===== src/rtl/addsub_serial.sv =====
// Digit-serial two's-complement adder/subtractor: one DIGIT-bit slice per clock, start/busy/done handshake.
// Optional saturation on signed overflow when ADDSUB_SERIAL_SAT_EN is defined.
module addsub_serial #(
  parameter int WIDTH = 8,
  parameter int DIGIT = 2
) (
  input  logic             clk,
  input  logic             reset,
  input  logic             start,
  input  logic             mode,
  input  logic [WIDTH-1:0] operand_a,
  input  logic [WIDTH-1:0] operand_b,
  output logic             busy,
  output logic             done,
  output logic [WIDTH-1:0] result,
  output logic             carry,
  output logic             overflow,
  output logic             zero
);

  localparam int N     = WIDTH / DIGIT;
  localparam int CNT_W = (N > 1) ? $clog2(N) : 1;
  localparam logic [CNT_W-1:0] LAST_DIGIT = CNT_W'(N - 1);

  typedef enum logic {
    IDLE = 1'b0,
    RUN  = 1'b1
  } state_t;

  state_t             state_reg;
  logic [WIDTH-1:0]   a_reg;
  logic [WIDTH-1:0]   b_reg;
  logic [WIDTH-1:0]   acc_reg;
  logic [CNT_W-1:0]   cnt_reg;
  logic               cy_reg;
  logic               busy_reg;
  logic               done_reg;
  logic [WIDTH-1:0]   result_reg;
  logic               carry_reg;
  logic               overflow_reg;
  logic               zero_reg;

  logic [DIGIT:0]     c_chain;
  logic [DIGIT-1:0]   sum_digit;
  logic [WIDTH-1:0]   acc_next;
  logic [WIDTH-1:0]   result_next;
  logic               overflow_next;

  // Ripple chain through the single DIGIT-bit slice.
  assign c_chain[0] = cy_reg;
  generate
    for (genvar gi = 0; gi < DIGIT; gi++) begin : g_slice
      assign sum_digit[gi]   = a_reg[gi] ^ b_reg[gi] ^ c_chain[gi];
      assign c_chain[gi + 1] = (a_reg[gi] & b_reg[gi]) | (c_chain[gi] & (a_reg[gi] ^ b_reg[gi]));
    end
  endgenerate

  // New digit enters at the top; on the last digit this is the complete sum.
  assign acc_next      = WIDTH'({sum_digit, acc_reg} >> DIGIT);
  assign overflow_next = c_chain[DIGIT] ^ c_chain[DIGIT-1];

`ifdef ADDSUB_SERIAL_SAT_EN
  localparam logic [WIDTH-1:0] MIN_NEG = WIDTH'(1) << (WIDTH - 1);
  localparam logic [WIDTH-1:0] MAX_POS = ~MIN_NEG;
  // A wrapped sign bit of 1 on overflow means the true value was positive.
  assign result_next = overflow_next ? (acc_next[WIDTH-1] ? MAX_POS : MIN_NEG) : acc_next;
`else
  assign result_next = acc_next;
`endif

  always_ff @(posedge clk) begin
    if (reset) begin
      state_reg    <= IDLE;
      a_reg        <= '0;
      b_reg        <= '0;
      acc_reg      <= '0;
      cnt_reg      <= '0;
      cy_reg       <= 1'b0;
      busy_reg     <= 1'b0;
      done_reg     <= 1'b0;
      result_reg   <= '0;
      carry_reg    <= 1'b0;
      overflow_reg <= 1'b0;
      zero_reg     <= 1'b0;
    end else begin
      done_reg <= 1'b0;
      case (state_reg)
        IDLE: begin
          if (start) begin
            a_reg     <= operand_a;
            b_reg     <= mode ? ~operand_b : operand_b;
            cy_reg    <= mode;
            acc_reg   <= '0;
            cnt_reg   <= '0;
            busy_reg  <= 1'b1;
            state_reg <= RUN;
          end
        end
        RUN: begin
          a_reg   <= a_reg >> DIGIT;
          b_reg   <= b_reg >> DIGIT;
          acc_reg <= acc_next;
          cy_reg  <= c_chain[DIGIT];
          cnt_reg <= cnt_reg + 1'b1;
          if (cnt_reg == LAST_DIGIT) begin
            result_reg   <= result_next;
            carry_reg    <= c_chain[DIGIT];
            overflow_reg <= overflow_next;
            zero_reg     <= (result_next == '0);
            done_reg     <= 1'b1;
            busy_reg     <= 1'b0;
            state_reg    <= IDLE;
          end
        end
        default: begin
          busy_reg  <= 1'b0;
          state_reg <= IDLE;
        end
      endcase
    end
  end

  assign busy     = busy_reg;
  assign done     = done_reg;
  assign result   = result_reg;
  assign carry    = carry_reg;
  assign overflow = overflow_reg;
  assign zero     = zero_reg;

endmodule


===== config.mk =====
export PLATFORM = sky130hd
export DESIGN_NAME = addsub_serial
export DESIGN_NICKNAME = d
export VERILOG_FILES = /design/src/rtl/addsub_serial.sv
export SDC_FILE = /design/constraint.sdc
export NUM_CORES = 1
export LEC_CHECK = 0
export CORE_ASPECT_RATIO = 0.5
export CORE_UTILIZATION = 38
export CTS_BUF_LIST = sky130_fd_sc_hd__clkbuf_8
export CTS_CLUSTER_SIZE = 40
export DETAILED_ROUTE_END_ITERATION = 6
export GPL_ROUTABILITY_DRIVEN = 0
export PLACE_DENSITY = 0.58
export SLEW_MARGIN = 20
export SYNTH_ARGS = -nofsm -noshare
export SYNTH_HDL_FRONTEND = slang
export SYNTH_SLANG_ARGS = --single-unit

===== constraint.sdc =====
create_clock -name clk -period 4.6 [get_ports clk]
set_input_delay 1.38 -clock clk [delete_from_list [all_inputs] [get_ports clk]]
set_output_delay 1.38 -clock clk [all_outputs]
set_load 0.05 [all_outputs]

======== After elaboration in Yosys (flattened, before gate mapping) ========
Index checks and enable logic that the tools add are counted.
word-level totals
  flip-flop bits (word level) ............. 41
  bits of input ports ..................... 20
  word-level logic and storage cells ...... 51
cells by class
  $add $sub $neg .......................... 1
  equal/unequal tests ..................... 3
  muxes and demuxes ....................... 18
  bitwise gates (word level) .............. 13
  reductions and logical operators ........ 4
operators by type and width
  kind                                                              number
  8-bit one-hot mux with 2 select lines                             3
  8-bit two-way mux                                                 4
  8-bit logical NOT                                                 1
  8-bit NOT                                                         1
  1-bit two-way mux                                                 6
  1-bit one-hot mux with 2 select lines                             3
  1-bit bitwise XOR                                                 5
  1-bit AND                                                         4
  2-bit one-hot mux with 2 select lines                             1
  2-bit AND reduction                                               2
  2-bit by 1-bit adder with 2-bit output (second input constant)    1
  2-bit == test (second input constant)                             1
  2-bit two-way mux                                                 1
  2-bit by 1-bit != test with 1-bit output (second input constant)  1
  2-bit != test (second input constant)                             1
  1-bit OR                                                          2
  2-bit OR reduction                                                1
  1-bit NOT                                                         1

======== Depth between registers and ports, before layout ========
Gate-level depths: netlist (run 1).
  word-level depth ........................ 6
  mapped depth ............................ 6
  depth with buffers taken out ............ 6

======== Worst setup path before layout (run 1) ========
Ideal clock, no wire load.
  kind .................................... input port to flip-flop
  start point ............................. input start
  end point ............................... register a_reg[5]
  setup time .............................. 117 ps
  arrival ................................. 2059 ps
  setup slack ............................. 2424 ps
  stages on the path ...................... 5
  buffers on the path ..................... 2
  cells stage by stage .................... buf_6 > buf_6 > mux2_4 > mux2i_1 > nor2_1
on the way
  word-level cells in the longest chain between the ends .. 1
RTL lines
  element                  line  text
  from (decl)              9     input logic start,
  2-bit != test (no line)  -
  to (signal assigned)     90    a_reg <= operand_a;
  to (signal assigned)     100   a_reg <= a_reg >> DIGIT;
  to (decl)                31    logic [WIDTH-1:0] a_reg;
No other way between the ends.
A chain may end at the register's enable or synchronous reset.

======== Final worst setup path (run 1) ========
Ends and elaborated chain as after synthesis.

==> results of run 1 <==
==> worst reg2reg max path, cell delays in order, from the launching register on <==
cell and delay, ns:
dfxtp_1 0.33, inv_1 0.06, fa_1 0.47, fa_1 0.56, nor4bb_1 0.30, nand3_1 0.12, a21oi_1 0.13
==> layout make-up <==
type,count,area (sq um)
Clock buffer,5,68.8
Clock inverter,3,12.5
Fill cell,430,2310
Inverter,7,26.3
Multi-Input combinational cell,127,875
Sequential cell,39,782
Tap cell,66,82.6
Timing Repair Buffer,34,335
==> Yosys cell counts (5+ instances only) <==
| master | number |
|---|---|
| xnor2_1 | 9 |
| inv_1 | 7 |
| buf_6 | 7 |
| mux2_2 | 5 |
| a211o_1 | 6 |
| a21oi_1 | 21 |
| nor3b_2 | 7 |
| mux2i_1 | 9 |
| nor2_1 | 29 |
| dfxtp_1 | 39 |
| nand2_1 | 20 |
==> stage by stage <==
| stage | instance area, sq um | std cells | power, mW | util |
|---|---|---|---|---|
| after floorplan | 1820 | 189 | 0.445 | - |
| after global placement | 2100 | 273 | 0.466 | 0.468 |
| after detailed placement | 2100 | 273 | 0.468 | 0.468 |
| after CTS | 2180 | 281 | 0.686 | 0.486 |
| after global routing | 2180 | 281 | 0.714 | 0.486 |
| final | 2180 | 281 | 0.675 | 0.486 |
==> power breakdown <==
part / switching, mW / internal, mW
sequential: 0.0160 / 0.352
combinational: 0.0406 / 0.0499
clock: 0.115 / 0.102
==> how the worst max path moves through the flow <==
stage           from       end  slack [ns]  cells past startpoint
2_1_floorplan  start  a_reg[5]        2.42                      5
3_3_place_gp   start  a_reg[5]        1.30                      5
3_5_place_dp   start  a_reg[5]        1.26                      5
4_1_cts        start  a_reg[5]        1.59                      5
5_1_grt        start  a_reg[5]        1.48                      5
6_report       start  a_reg[5]        1.58                      5
==> per-layer routing <==
layer	wire length, um	up-vias	share of wire
met3	128	8	0.042
met1	1500	567	0.49
met5	0	-	0
met4	76	0	0.025
li1	-	680	-
met2	1330	24	0.44
==> kinds of logic (layout without fill, tap and decap cells) <==
kind of cell / after synthesis / count (layout)
AND/OR/NAND/NOR: 65 / 65
flip-flops: 39 / 39
AO/OA/AOI/OAI: 35 / 35
buffers and inverters: 23 / 49
multiplexers: 15 / 15
XOR/XNOR: 9 / 9
adder cells (fa/ha/maj): 3 / 3
==> results.toml, run 1 <==
[logic_synthesis]
synth_edf_count = 0
yosys.area_share.simple = 0.186
syn_area_per_cell_sq_um = 9.63
ys_seq_area_frac = 0.429
postSynth.asyncResetShare = 0
synth_top_family_by_area = "simple AND/OR/NAND/NOR gates"
synthCells = 189
syn_nets = 212
synth_area_leaders = "dfxtp_1, nor2_1, a21oi_1"
synth_compound_area_frac = 0.133
synth_xor_area_frac = 0.0433
syn_area_sq_um = 1820
synthMuxAreaShare = 0.0887
synthFlopType = "dfxtp_1"
ys_types = 28
synthAdderAreaFrac = 0.0289
synth_top_area_frac = 0.429
synth_top_area_cell = "dfxtp_1"
synth_seq_cells = 39
ys_warn_count = 0

[floorplanning]
io_pins = 33
fp.dieW_um = 99.9
die_h_um = 50.9
rows = 17
core_area_sq_um = 4490
initial_core_util = 0.405
dieArea_sq_um = 5080

[worst_setup_path]
worst-path-buf-inv = 2
end_kind = "flop"
r2r_slack_ns = 2.57
crit_chain = "clkdlybuf4s50_1 > buf_4 > mux2_4 > mux2i_1 > nor2_1"
r2r_cells = 6
crit_slowest_cell = "clkdlybuf4s50_1"
crit_path_start_kind = "input pin"
rr_startpoint = "a_reg[0]"
required_ns = 4.77
crit_family = "buffers and inverters"
r2r-end = "zero"
crit_type = "in2reg"
crit_path_max_fanout = 19
cp_data_arrival_time_ns = 3.19
max_stage_delay_ns = 0.92

[clock_tree]
cts_setup_buffers = 0
cts_buffers = 5
postCtsHoldBufs = 0
clock_sinks = 39
cts_tree = "yes"
root_buffer = "clkbuf_8"
cts.path.max_buffers = 2
clk_latency_ns = 0.29
htreeDepth = 2
ctsResizeCount = 0
cts.clk_slew.worst_paths_ns = 0.07

[layout]
mostFrequentLayoutCells = "dfxtp_1, clkdlybuf4s50_1, nor2_1, a21oi_1, nand2_1"
layout_commonest_cell = "dfxtp_1"
diodes = 0
nets = 237
drive_above_1_share = 0.135
synthToLayoutAreaGrowth_pct = 19.9

[global_routing]
gr-total-overflow = 0
grt_max_degree = 44
grt_pass1_wl_um = 5280
grt.total_usage = 0.140
grtUsageMet2 = 0.224
grt_pass1_vias = 1185
globalRouteMet3Util = 0.0451
grt_antenna_before_repair = 0
top_usage_layer = "met2"
use_met1 = 0.164

[pwr]
p_per_area_nw_per_um2 = 309
leakage_nw = 0.791
vdd_drop_max_mv = 0.154

[sta]
slew_headroom = 0.389
slew_violations = 0
tightest_slew_ns = 0.917
fmax_mhz = 331
hold_slack_ns = 0.451
hold_violations = 0
finalCritPeriodShare = 0.657
skew_ns = 0.00823
rsz0062_at_grt = "no"
setup_viol = 0
period_needed_ns = 3.02
fin_tns_setup_ns = 0
finalWorstSetupSlack_ns = 1.58

[outcome]
status = "finished, final reports clean"

[place]
post-dp-hpwl_um = 2010
io_buffer_count = 32
dp_slack_ns = 1.26

[flow_run]
maxCapViolations = 0

[hold_path]
whs_endpoint = "b_reg[0]"
hold_path_class = "reg2reg"
hp-start = "b_reg[2]"
whs_path_depth = 2

[route]
finalWirelength_um = 3040
routedWlPerCell_um = 10.8
final_antenna_net_count = 0
dr_total_vias = 1279
drt_iter0_markers = 27
via_per_inst = 4.55
first_pass_iters = 4
drc_errors = 0
(Power assumes the default switching activity.)
==> run 2: changes to the inputs <==
==> constraint.sdc (replaced) <==
create_clock -name clk -period 2.8 [get_ports clk]
set_input_delay 0.84 -clock clk [delete_from_list [all_inputs] [get_ports clk]]
set_output_delay 0.84 -clock clk [all_outputs]
set_load 0.05 [all_outputs]
==> results.toml, run 2 (synthesis results as in run 1) <==
[pwr]
power_mw = 1.12
vdd_drop_max_mv = 0.200
leakage_nw = 0.798
p_per_area_nw_per_um2 = 511

[worst_setup_path]
cp_data_arrival_time_ns = 1.43
r2r_cells = 6
rr_startpoint = "a_reg[0]"
crit_type = "reg2out"
end_kind = "output pin"
crit_path_max_fanout = 2
crit_path_start_kind = "flop"
worstSetupPathDepth = 1
worst-path-buf-inv = 1
crit_chain = "clkdlybuf4s50_1"
r2r-end = "zero"
max_stage_delay_ns = 0.80
crit_end = "carry"
crit_family = "buffers and inverters"
crit_slowest_cell = "clkdlybuf4s50_1"
r2r_slack_ns = 0.80
critPathLaunch = "carry"
required_ns = 1.96

[sta]
slew_violations = 0
slew_headroom = 0.593
skew_ns = 0.00312
fmax_mhz = 440
tightest_slew_ns = 0.609
period_needed_ns = 2.27
hold_violations = 0
fin_tns_setup_ns = 0
rsz0062_at_grt = "no"
finalCritPeriodShare = 0.812
setup_viol = 0

[global_routing]
grt.total_usage = 0.138
gr-total-overflow = 0
grt_pass1_wl_um = 5350
grt_pass1_vias = 1215
grt_antenna_before_repair = 0
grt_max_degree = 40

[layout]
synthToLayoutAreaGrowth_pct = 20.9
regArea_sq_um = 782
diodes = 0
mostFrequentLayoutCells = "dfxtp_1, clkdlybuf4s50_1, nor2_1, a21oi_1, nand2_1"
multiInputGateArea_sq_um = 875
drive_above_1_share = 0.152
num-fill-cells = 445
layout_commonest_cell = "dfxtp_1"
nets = 239

[clock_tree]
clock_sinks = 39
root_buffer = "clkbuf_8"
cts.clk_slew.worst_paths_ns = 0.08
cts.path.max_buffers = 2
clk_latency_ns = 0.29
cts_setup_buffers = 0
cts_tree = "yes"
postCtsHoldBufs = 0
htreeDepth = 2
cts_buffers = 5
ctsResizeCount = 0

[flow_run]
maxCapViolations = 0

[route]
drc_errors = 0
drt_iter0_markers = 24
via_per_inst = 4.65
dr_total_vias = 1317
final_antenna_net_count = 0
routedWlPerCell_um = 11.1
finalWirelength_um = 3130
first_pass_iters = 4

[floorplanning]
fp.dieW_um = 99.9
die_h_um = 50.9
dieArea_sq_um = 5080
initial_core_util = 0.405
io_pins = 33
rows = 17
core_area_sq_um = 4490

[outcome]
status = "finished, final reports clean"

[hold_path]
hold_path_class = "reg2reg"

[place]
io_buffer_count = 32
post-dp-hpwl_um = 2080
run 2: changes by cell type in the layout (fill, tap and decap cells not counted):
cell,delta
buf_4,+2
clkinv_2,+2
inv_1,-2
run 2: per-stage QoR:
step                setup slack, ns  instances  hold slack, ns  instance area (sq um)   util
finish                        0.527        283           0.449                   2200  0.490
floorplan                     0.985        189           0.432                   1820      -
detailed placement            0.265        275           0.442                   2120  0.471
CTS                           0.516        283           0.454                   2200  0.490
global route                  0.462        283           0.469                   2200  0.490
global placement              0.299        275           0.442                   2120  0.471
run 2: layout make-up:
type / count / share of cell area
multi-input cells: 127 / 0.398
repair buffers: 36 / 0.159
well taps: 66 / 0.0375
flip-flops and latches: 39 / 0.356
clock buffers: 5 / 0.0313
clock inverters: 3 / 0.00683
inverters: 7 / 0.0119
run 2: layer usage:
layer,vias to the layer above,wire length [um],global-route usage
met4,0,29,0.0588
met3,4,125,0.0451
met1,600,1550,0.162
met2,26,1420,0.233
met5,-,0,0
li1,687,-,-
run 2: worst min path at each step:
stage	startpoint	end	cells after the start
2_1_floorplan	b_reg[2]	b_reg[0]	2
3_3_place_gp	b_reg[3]	b_reg[1]	2
3_5_place_dp	b_reg[3]	b_reg[1]	2
4_1_cts	b_reg[3]	b_reg[1]	2
5_1_grt	b_reg[3]	b_reg[1]	2
6_report	b_reg[5]	b_reg[3]	2
run 2: power by group:
group / internal [mW] / switching [mW] / total [mW]
clock: 0.171 / 0.197 / 0.368
sequential: 0.578 / 0.0162 / 0.594
combinational: 0.0839 / 0.0782 / 0.162
==> run 3: changes to the inputs <==
==> constraint.sdc (replaced) <==
create_clock -name clk -period 2.3 [get_ports clk]
set_input_delay 0.69 -clock clk [delete_from_list [all_inputs] [get_ports clk]]
set_output_delay 0.69 -clock clk [all_outputs]
set_load 0.05 [all_outputs]
==> results.toml, run 3 (synthesis results as in run 1) <==
[outcome]
status = "finished, final reports clean"

[worst_setup_path]
crit_family = "buffers and inverters"
crit_path_start_kind = "flop"
required_ns = 1.61
worst-path-buf-inv = 1
max_stage_delay_ns = 0.80
crit_chain = "clkdlybuf4s50_1"
crit_type = "reg2out"
end_kind = "output pin"
crit_slowest_cell = "clkdlybuf4s50_1"
crit_path_max_fanout = 2
cp_data_arrival_time_ns = 1.42

[floorplanning]
io_pins = 33
core_area_sq_um = 4490
die_h_um = 50.9
dieArea_sq_um = 5080
rows = 17
fp.dieW_um = 99.9
initial_core_util = 0.405

[route]
routedWlPerCell_um = 11.0
drt_iter0_markers = 47
dr_total_vias = 1301
final_antenna_net_count = 0
first_pass_iters = 3
via_per_inst = 4.61
drc_errors = 0
finalWirelength_um = 3110

[clock_tree]
cts_setup_buffers = 0
ctsResizeCount = 0
cts.path.max_buffers = 2
cts.clk_slew.worst_paths_ns = 0.07
postCtsHoldBufs = 0
clk_latency_ns = 0.28
cts_buffers = 5
cts_tree = "yes"
clock_sinks = 39
htreeDepth = 2
root_buffer = "clkbuf_8"

[place]
dpl_cell_area_sq_um = 2130
post-dp-hpwl_um = 2020
dp_slack_ns = 0.158
io_buffer_count = 32
dp.cells = 274

[sta]
slew_headroom = 0.661
tightest_slew_ns = 0.506
finalWorstSetupSlack_ns = 0.186
period_needed_ns = 2.11
fin_tns_setup_ns = 0
setup_viol = 0
hold_violations = 0
fmax_mhz = 473
hold_slack_ns = 0.454
slew_violations = 0
finalCritPeriodShare = 0.919
rsz0062_at_grt = "no"
skew_ns = 0.00418

[layout]
mostFrequentLayoutCells = "dfxtp_1, clkdlybuf4s50_1, nor2_1, a21oi_1, nand2_1"
nets = 238
drive_above_1_share = 0.139
diodes = 0
instances_no_fill = 282
fin_util = 0.493
synthToLayoutAreaGrowth_pct = 21.7
design_area_sq_um = 2210
layout_commonest_cell = "dfxtp_1"

[hold_path]
hold_path_class = "reg2reg"

[global_routing]
grt.total_usage = 0.138
gr-total-overflow = 0
grt_antenna_before_repair = 0
grt_pass1_wl_um = 5380
grt_pass1_vias = 1228
grt_max_degree = 40

[pwr]
power_mw = 1.35
leakage_nw = 0.805
vdd_drop_max_mv = 0.278
p_per_area_nw_per_um2 = 612

[flow_run]
maxCapViolations = 0
run 3: cell types whose count changed in the layout (fill, tap and decap cells not counted), sizes merged:
| cell | before | now |
|---|---|---|
| buf | 4 | 3 |
| clkinv | 3 | 1 |
| inv | 7 | 9 |
run 3: layout make-up:
class                           count  area, sq um
Fill cell                         450         2270
Multi-Input combinational cell    127          875
Sequential cell                    39          782
Timing Repair Buffer               35          368
Tap cell                           66         82.6
Clock buffer                        5         68.8
Inverter                            7         26.3
Clock inverter                      3         12.5
run 3: worst paths after layout:
path,start,end,slack [ns],cells past startpoint
worst max-delay path,carry,carry,0.19,1
worst min-delay path,result[3],result[3],0.45,2
worst max register to register,a_reg[0],zero,0.32,6
worst min register to register,result[3],result[3],0.45,2
run 3: per-layer routing:
layer	global-route usage	routed length, um	vias to the layer above
met5	0	0	-
met4	0.0588	39	0
met3	0.0451	132	6
met2	0.228	1390	24
met1	0.168	1550	589
li1	-	-	682
run 3: where the power goes:
part           internal (mW)  switching (mW)
clock network          0.204           0.227
logic                  0.106          0.0942
registers              0.704          0.0199
